===== config.mk =====
export PLATFORM = sky130hd
export DESIGN_NAME = cpu_controller
export DESIGN_NICKNAME = d
export VERILOG_FILES = /design/src/rtl/cpu_controller.sv
export SDC_FILE = /design/constraint.sdc
export NUM_CORES = 1
export LEC_CHECK = 0
export ABC_CLOCK_PERIOD_IN_PS = 3100
export CORE_ASPECT_RATIO = 0.9
export CORE_UTILIZATION = 47
export CTS_BUF_LIST = sky130_fd_sc_hd__clkbuf_16
export CTS_CLUSTER_SIZE = 30
export DETAILED_ROUTE_END_ITERATION = 7
export PLACE_DENSITY = 0.82
export SKIP_LAST_GASP = 1
export SLEW_MARGIN = 0
export SYNTH_ARGS = -nofsm -noshare
export SYNTH_HDL_FRONTEND = slang
export SYNTH_SLANG_ARGS = --single-unit

===== constraint.sdc =====
create_clock -name clk -period 3.1 [get_ports clk]
set_clock_uncertainty 0.1 [all_clocks]
set_input_delay 0.465 -clock clk [delete_from_list [all_inputs] [get_ports clk]]
set_output_delay 0.465 -clock clk [all_outputs]
set_load 0.005 [all_outputs]

===== src/rtl/cpu_controller.sv =====
// VeriRISC phase sequencer: steps each instruction through 8 phases and decodes control strobes.
// Strobes are combinational from the registered phase; sticky HALTED until reset; counts retired instructions.
package opcodes;
    typedef enum logic [2:0] {
        HLT = 3'd0,
        SKZ = 3'd1,
        ADD = 3'd2,
        AND = 3'd3,
        XOR = 3'd4,
        LDA = 3'd5,
        STO = 3'd6,
        JMP = 3'd7
    } opcode_t;
endpackage

module cpu_controller
    import opcodes::*;
#(
    parameter int CNT_W = 8
) (
    input  logic             clk,
    input  logic             rst,
    input  logic [2:0]       opcode,
    input  logic             zero,
    output logic             mem_rd,
    output logic             mem_wr,
    output logic             load_ir,
    output logic             inc_pc,
    output logic             load_pc,
    output logic             load_ac,
    output logic             halt,
    output logic [2:0]       phase,
    output logic [CNT_W-1:0] instr_cnt
);

    // Phase states share their encoding with the phase output; HALTED sits outside 0..7.
    typedef enum logic [3:0] {
        INST_ADDR  = 4'd0,
        INST_FETCH = 4'd1,
        INST_LOAD  = 4'd2,
        IDLE       = 4'd3,
        OP_ADDR    = 4'd4,
        OP_FETCH   = 4'd5,
        ALU_OP     = 4'd6,
        STORE      = 4'd7,
        HALTED     = 4'd8
    } state_t;

    state_t           state_q, state_d;
    logic [CNT_W-1:0] cnt_q, cnt_d;
    opcode_t          op;
    logic             is_aluop;

    assign op = opcode_t'(opcode);

    always_ff @(posedge clk or posedge rst) begin
        if (rst) begin
            state_q <= INST_ADDR;
            cnt_q   <= '0;
        end else begin
            state_q <= state_d;
            cnt_q   <= cnt_d;
        end
    end

    always_comb begin
        is_aluop = 1'b0;
        case (op)
            ADD, AND, XOR, LDA: is_aluop = 1'b1;
            default:            is_aluop = 1'b0;
        endcase
    end

    always_comb begin
        state_d = state_q;
        cnt_d   = cnt_q;
        mem_rd  = 1'b0;
        mem_wr  = 1'b0;
        load_ir = 1'b0;
        inc_pc  = 1'b0;
        load_pc = 1'b0;
        load_ac = 1'b0;
        halt    = 1'b0;
        case (state_q)
            INST_ADDR: begin
                state_d = INST_FETCH;
            end
            INST_FETCH: begin
                state_d = INST_LOAD;
                mem_rd  = 1'b1;
            end
            INST_LOAD: begin
                state_d = IDLE;
                mem_rd  = 1'b1;
                load_ir = 1'b1;
            end
            IDLE: begin
                state_d = OP_ADDR;
                mem_rd  = 1'b1;
                load_ir = 1'b1;
            end
            OP_ADDR: begin
                state_d = (op == HLT) ? HALTED : OP_FETCH;
                inc_pc  = (op != HLT);
                halt    = (op == HLT);
            end
            OP_FETCH: begin
                state_d = ALU_OP;
                mem_rd  = is_aluop;
            end
            ALU_OP: begin
                // zero only matters here: it is the SKZ skip condition.
                state_d = STORE;
                mem_rd  = is_aluop;
                load_ac = is_aluop;
                inc_pc  = (op == SKZ) && zero;
                load_pc = (op == JMP);
            end
            STORE: begin
                state_d = INST_ADDR;
                cnt_d   = cnt_q + CNT_W'(1);
                mem_rd  = is_aluop;
                load_ac = is_aluop;
                inc_pc  = (op == JMP);
                load_pc = (op == JMP);
                mem_wr  = (op == STO);
            end
            HALTED: begin
                halt = 1'b1;
            end
            default: begin
                state_d = INST_ADDR;
            end
        endcase
    end

    assign phase     = (state_q == HALTED) ? 3'd0 : state_q[2:0];
    assign instr_cnt = cnt_q;

endmodule


==> qor.yml <==
cts:
  cts_resized: 0
  ctsHoldBuffers: 0
  clkTransAtPathRegs_ns: 0.04
  cts_buffer_depth: 2
  cts.sinks: 12
  htreeDepth: 1
  root_buffer: "clkbuf_16"
  cts_inserted_buffers: 3
  cts_setup_buffers: 0
  clock_latency_ns: 0.24
  cts_tree: "built"
critical_path:
  slowest_delay_ns: 0.57
  startpoint_type: "input port"
  r2r_end: "state_q[2]"
  crit_fanout: 5
  r2r_slack_ns: 1.35
  r2r-start: "state_q[1]"
  critPathSlowestCell: "or4b_1"
  path_common_cell: "clkdlybuf4s50_1"
  cp.arrival_ns: 2.42
  r2r_cells: 3
  worstSetupPathType: "in2out"
  cp_cell_sequence: "clkdlybuf4s50_1 > or4b_1 > mux2_4 > nor3_2 > clkdlybuf4s50_1"
  crit_required_ns: 2.53
  endpoint_kind: "primary output"
detailed_routing:
  dr.pass1.iters: 4
  drt-total-wl_mm: 1.56
  drc: 0
  drt-wirelength-per-cell_um: 14.6
  drtIter0Drc: 14
  ant_nets: 0
  vias: 608
  via_per_inst: 5.68
power_and_ir_drop:
  power_density_nw_per_um2: 878
  p_leak_nw: 0.410
  irDropWorstVdd_mv: 0.480
min_path:
  hold_depth: 1
  holdPathEnd: "instr_cnt[7]"
  min-delay-start: "instr_cnt[7]"
  min_path_type: "reg2reg"
timing:
  max_freq_mhz: 335
  setup_violations: 0
  worst_slew_pin_slew_ns: 0.460
  final_hold_viol_count: 0
  min_period_ns: 2.98
  setup_tns_ns: 0
  slew_headroom_pct: 69.3
  rsz0062_at_grt: "false"
  holdWs_ns: 0.360
  fin_crit_sh_pct: 96.2
  slew_viol_final: 0
finish:
  drive_gt1_share_pct: 9.68
  fillers: 92
  final_nets: 101
  multi_input_area_um2: 343
  diodes: 0
  seqCellArea_um2: 300
  area_growth_pct: 40.3
  postLayoutCellArea_um2: 988
logic_synthesis:
  yosysWarnings: 0
  yosys.area.top_type: "dfrtp_1"
  synth_area_leaders: "dfrtp_1 (43%), xnor2_1 (8.7%), nor3_1 (4.3%)"
  yosysTopAreaCellShare_pct: 42.6
  ys_seq_elements: 12
  synth.distinct_cells: 29
  syn_inst: 71
  syn_nets: 78
  synth.cell_area_um2: 704
  ys_seq_area_share_pct: 42.6
  avgSynthCellArea_um2: 9.92
global_routing:
  track_usage_pct: 20.9
  grt_max_degree: 15
  grt-ovfl-total: 0
  antenna_found_initial: 0
  grt_first_pass_wirelength_mm: 2.42
  grt_pass1_vias: 535
floorplan:
  die_x_um: 42.8
  num_io_pins: 24
  rows: 12
  die_h_um: 38.7
  initial_core_util_pct: 53.9
  dieArea_um2: 1660
  coreArea_um2: 1310
place:
  hpwlAfterDp_mm: 1.14
  place_congestion: 0.775
  place_area_um2: 910
  io_buffer_count: 23
job:
  maxCapViolCount: 0
outcome:
  outcome: "finished clean"
==> worst max-delay path by stage <==
| stage | from | end |
|---|---|---|
| 4_1_cts | opcode[0] | halt |
| 2_1_floorplan | opcode[0] | halt |
| 3_3_place_gp | opcode[0] | halt |
| 5_1_grt | opcode[0] | halt |
| 6_report | opcode[0] | halt |
| 3_5_place_dp | opcode[0] | halt |
==> state kept, by name (all words and copies together), names as in the netlist <==
name       count
state_q        4
instr_cnt      8
==> cell usage after synthesis (all sizes together) <==
cell,number
clkbuf,5
nand4,3
a31oi,1
a21oi,1
nor3,8
buf,2
nor4,1
and4b,1
ha,1
o22ai,1
a211oi,1
nand3,1
nand4b,2
inv,1
or4,1
nand2,8
nor3b,1
or4b,1
dfrtp,12
mux2,1
and3,2
xor2,2
nor4b,1
nor2,5
xnor2,7
nand3b,1
==> metrics by stage <==
stage / utilization, % / std cells / total power (W) / setup WS [ns]
4_1_cts: 75.7 / 107 / 0.000875 / 0.115
3_5_place_dp: 69.6 / 103 / 0.000632 / 0.114
6_report: 75.7 / 107 / 0.000868 / 0.118
5_1_grt: 75.7 / 107 / 0.000914 / 0.0524
3_3_place_gp: 69.6 / 103 / 0.000616 / 0.148
2_1_floorplan: - / 71 / 0.000488 / 1.13
==> logic make-up after synthesis <==
logic type	share of synthesized area, %
AO/OA/AOI/OAI	3.55
XOR/XNOR	11.2
adder cells (fa/ha/maj)	1.78
buffers and inverters	8.70
flip-flops	42.6
multiplexers	2.13
AND/OR/NAND/NOR	30.0
==> layout make-up <==
cell class	instances	share of cell area, %
Inverter	1	0.380
Timing Repair Buffer	25	24.8
Sequential cell	12	30.4
Tap cell	14	1.77
Clock inverter	1	0.380
Multi-Input combinational cell	51	34.7
Clock buffer	3	7.59
==> report_power, final <==
| group | switching, W | leakage, nW | internal (W) |
|---|---|---|---|
| logic | 0.000114 | 0.216 | 0.000203 |
| clock network | 0.0000656 | 0.0385 | 0.000170 |
| registers | 0.000113 | 0.156 | 0.000204 |
==> cells in the final DEF (no fill, tap or decap) <==
cell / Yosys / routed
clkdlybuf4s50_1: 0 / 23
dfrtp_1: 12 / 12
nand2_1: 8 / 8
xnor2_1: 7 / 7
nor3_1: 6 / 6
nor2_1: 5 / 5
nand4_1: 3 / 3
clkbuf_16: 0 / 3
and3_1: 2 / 2
nand4b_1: 2 / 2
nor3_2: 2 / 2
xor2_1: 2 / 2
buf_4: 1 / 2
or4b_1: 1 / 1
or4_2: 1 / 1
a21oi_1: 1 / 1
nor4_1: 1 / 1
and4b_1: 1 / 1
mux2_4: 1 / 1
nor3b_1: 1 / 1
a211oi_1: 1 / 1
nand3b_1: 1 / 1
nor4b_1: 1 / 1
a31oi_1: 1 / 1
o22ai_1: 1 / 1
inv_1: 1 / 1
nand3_1: 1 / 1
ha_1: 1 / 1
clkinv_1: 0 / 1
==> critical path: cells and delay by family <==
kind	cells	cell delay (ns)
muxes	1	0.31
buffers and inverters	2	0.98
and+or+nand+nor	2	0.66
==> layer usage <==
metal | vias to the layer above | part of all wire, % | GRT usage (%)
li1 | 291 | - | -
met1 | 293 | 47 | 25.9
met2 | 24 | 46 | 33.0
met3 | 0 | 6.9 | 8.88
met4 | 0 | 0 | 7.03
met5 | - | 0 | 0
No activity file was read; power rests on OpenSTA's default activity.
==> RTL edit, RTL diff (same settings) <==
Change the parameter `CNT_W` from 8 to 9.
--- a/src/rtl/cpu_controller.sv
+++ b/src/rtl/cpu_controller.sv
@@ -16,7 +16,7 @@
 module cpu_controller
     import opcodes::*;
 #(
-    parameter int CNT_W = 8
+    parameter int CNT_W = 9
 ) (
     input  logic             clk,
     input  logic             rst,
Interface: changed (resized instr_cnt); port bits go from 24 to 25. The function was not compared with the original's and may differ.
==> RTL edit against the original RTL <==
Total power is 2.6% higher. Sequential cell count is 1 higher. Die area is 8.6% higher. Synthesized area is 9.1% higher. Via count is 9.5% higher. Wire length is 7.3% higher. Final area is 9.7% higher. Setup slack worse by 0.0076 ns. Maximum frequency is 0.26% lower. Largest power group is now sequential cells.
==> RTL edit: results (changes against the original RTL) <==
| Metric | Value |
|---|---|
| Routed vias | `666 (+9.5%)` |
| Clock root cell | `clkbuf_16` |
| Post-Syn Nets | `85 (+9.0%)` |
| GRT Util Overall | `20.5% (-0.45 points)` |
| Total grt overflow | `0 (unchanged)` |
| CTS clk-pin slew, worst paths | `0.04 ns (about the same)` |
| Yosys synthesis warning count | `0 (unchanged)` |
| Worst-path fanout max | `2 (-3)` |
| Fraction of layout cells with a size suffix above 1 | `8.82% (-0.85 points)` |
| Pre-antenna DRT Iters | `4 (unchanged)` |
| Tightest Pin Transition | `0.495 ns (+0.0353 ns)` |
| Clk_lat worst skew | `0.24 ns (about the same)` |
| Slowest stage delay, CP | `0.57 ns (about the same)` |
| Max clock buf depth | `2 (unchanged)` |
| Max reg flops | `9 (+1)` |
| Port Buffers | `24 (+4.3%)` |
| Final Wtd Congestion | `0.813 (+4.9%)` |
| Seq/Total Area, Yosys | `42.3% (-0.28 points)` |
| CP delay by family, top | `buffers and inverters` |
| Unique masters post-synth | `31 (+6.9%)` |
| Arrival time at the worst endpoint | `2.42 ns (about the same)` |
| Iter 0 DRT Violations | `6 (-8)` |
| DR WL/cell | `13.5 µm (-7.4%)` |
| Synth top area cells | `dfrtp_1 (42%), xnor2_1 (9.1%), buf_6 (4.4%)` |
| Detail Placement HPWL | `1.22 mm (+7.0%)` |
| Largest net degree at the start of global routing | `17 (+2)` |
| First-pass GRT wire length | `2.52 mm (+4.0%)` |
| Post-CTS setup buffer count | `0 (unchanged)` |
| Slowest library cell on the worst path | `or4b_1` |
| Number of gates resized after CTS | `0 (unchanged)` |
| Post-synth top cells | `dfrtp_1 (13), nand2_1 (8), xnor2_1 (8), nor3_1 (6)` |
| Worst VDD drop | `680 µV (+41%)` |
| Nets | `110 (+8.9%)` |
| Async set-or-reset flop fraction in the synthesized netlist | `100% (unchanged)` |
| H-tree depth | `1 (unchanged)` |
| Vias in the first global route | `591 (+10%)` |
| Leak Pwr | `0.000442 µW (+7.8%)` |
| Worst min path class | `flip-flop to flip-flop` |
| Main flop type after synthesis | `dfrtp_1` |
| Hold Vio Cnt, Final | `0 (unchanged)` |
| Initial antenna violation count | `0 (unchanged)` |
| ANT cells | `0 (unchanged)` |
| Outcome | `complete, no violations` |
| CTS buffer count | `3 (unchanged)` |
| Fill count | `127 (+38%)` |
-- RTL edit: kinds of logic (layout without fill, tap and decap cells) --
logic type	count (synthesis)	after routing	share of synthesized area, %
and+or+nand+nor	37	37	29.0
buffers and inverters	9	33	7.82
xor gates and xnor gates	10	10	11.4
muxes	1	1	1.95
AOI/OAI and AO/OA	7	7	5.86
adders and majority gates	1	1	1.63
DFF	13	13	42.3
-- RTL edit: routing by layer --
| metal | part of all wire, % | track usage [%] |
|---|---|---|
| met1 | 45 | 24.9 |
| met3 | 5.3 | 9.01 |
| met5 | 0 | 0 |
| met4 | 0.36 | 6.06 |
| met2 | 49 | 33.1 |
-- RTL edit: worst paths after layout --
path | from | to | slack [ns] | cells after the start
max | opcode[1] | halt | 0.11 | 5
min reg2reg | instr_cnt[8]$_DFFE_PP0N_ | instr_cnt[8]$_DFFE_PP0N_ | 0.36 | 1
min in group asynchronous | rst | instr_cnt[5]$_DFFE_PP0N_ | 0.44 | 2
min | instr_cnt[8]$_DFFE_PP0N_ | instr_cnt[8]$_DFFE_PP0N_ | 0.36 | 1
max in group asynchronous | rst | state_q[2]$_DFFE_PP0N_ | 2.13 | 2
max reg2reg | state_q[1]$_DFFE_PP0N_ | instr_cnt[5]$_DFFE_PP0N_ | 1.46 | 3
-- RTL edit: power breakdown --
group	leakage [µW]	switching (µW)	total [µW]	internal, µW
clock network	0.0000423	64.0	233	169
registers	0.000170	119	336	217
logic	0.000230	112	322	210
total	0.000442	295	891	596
-- RTL edit: final cells by class --
cell class / instances / share of cell area (%)
Sequential cell: 13 / 30.0
Multi-Input combinational cell: 56 / 35.3
Timing Repair Buffer: 27 / 24.2
Clock inverter: 1 / 0.346
Inverter: 2 / 0.692
Tap cell: 22 / 2.54
Clock buffer: 3 / 6.92
-- RTL edit: per-stage QoR --
| step | hold slack (ns) | worst slack, ns | utilization [%] | cell area [µm²] | instances |
|---|---|---|---|---|---|
| 2_1_floorplan | 0.242 | 1.13 | - | 768 | 78 |
| 3_5_place_dp | 0.356 | 0.110 | 68.0 | 1010 | 120 |
| 6_report | 0.362 | 0.110 | 73.3 | 1080 | 124 |
| 4_1_cts | 0.365 | 0.0970 | 73.3 | 1080 | 124 |
| 5_1_grt | 0.387 | 0.0789 | 73.3 | 1080 | 124 |
| 3_3_place_gp | 0.356 | 0.175 | 68.0 | 1010 | 120 |
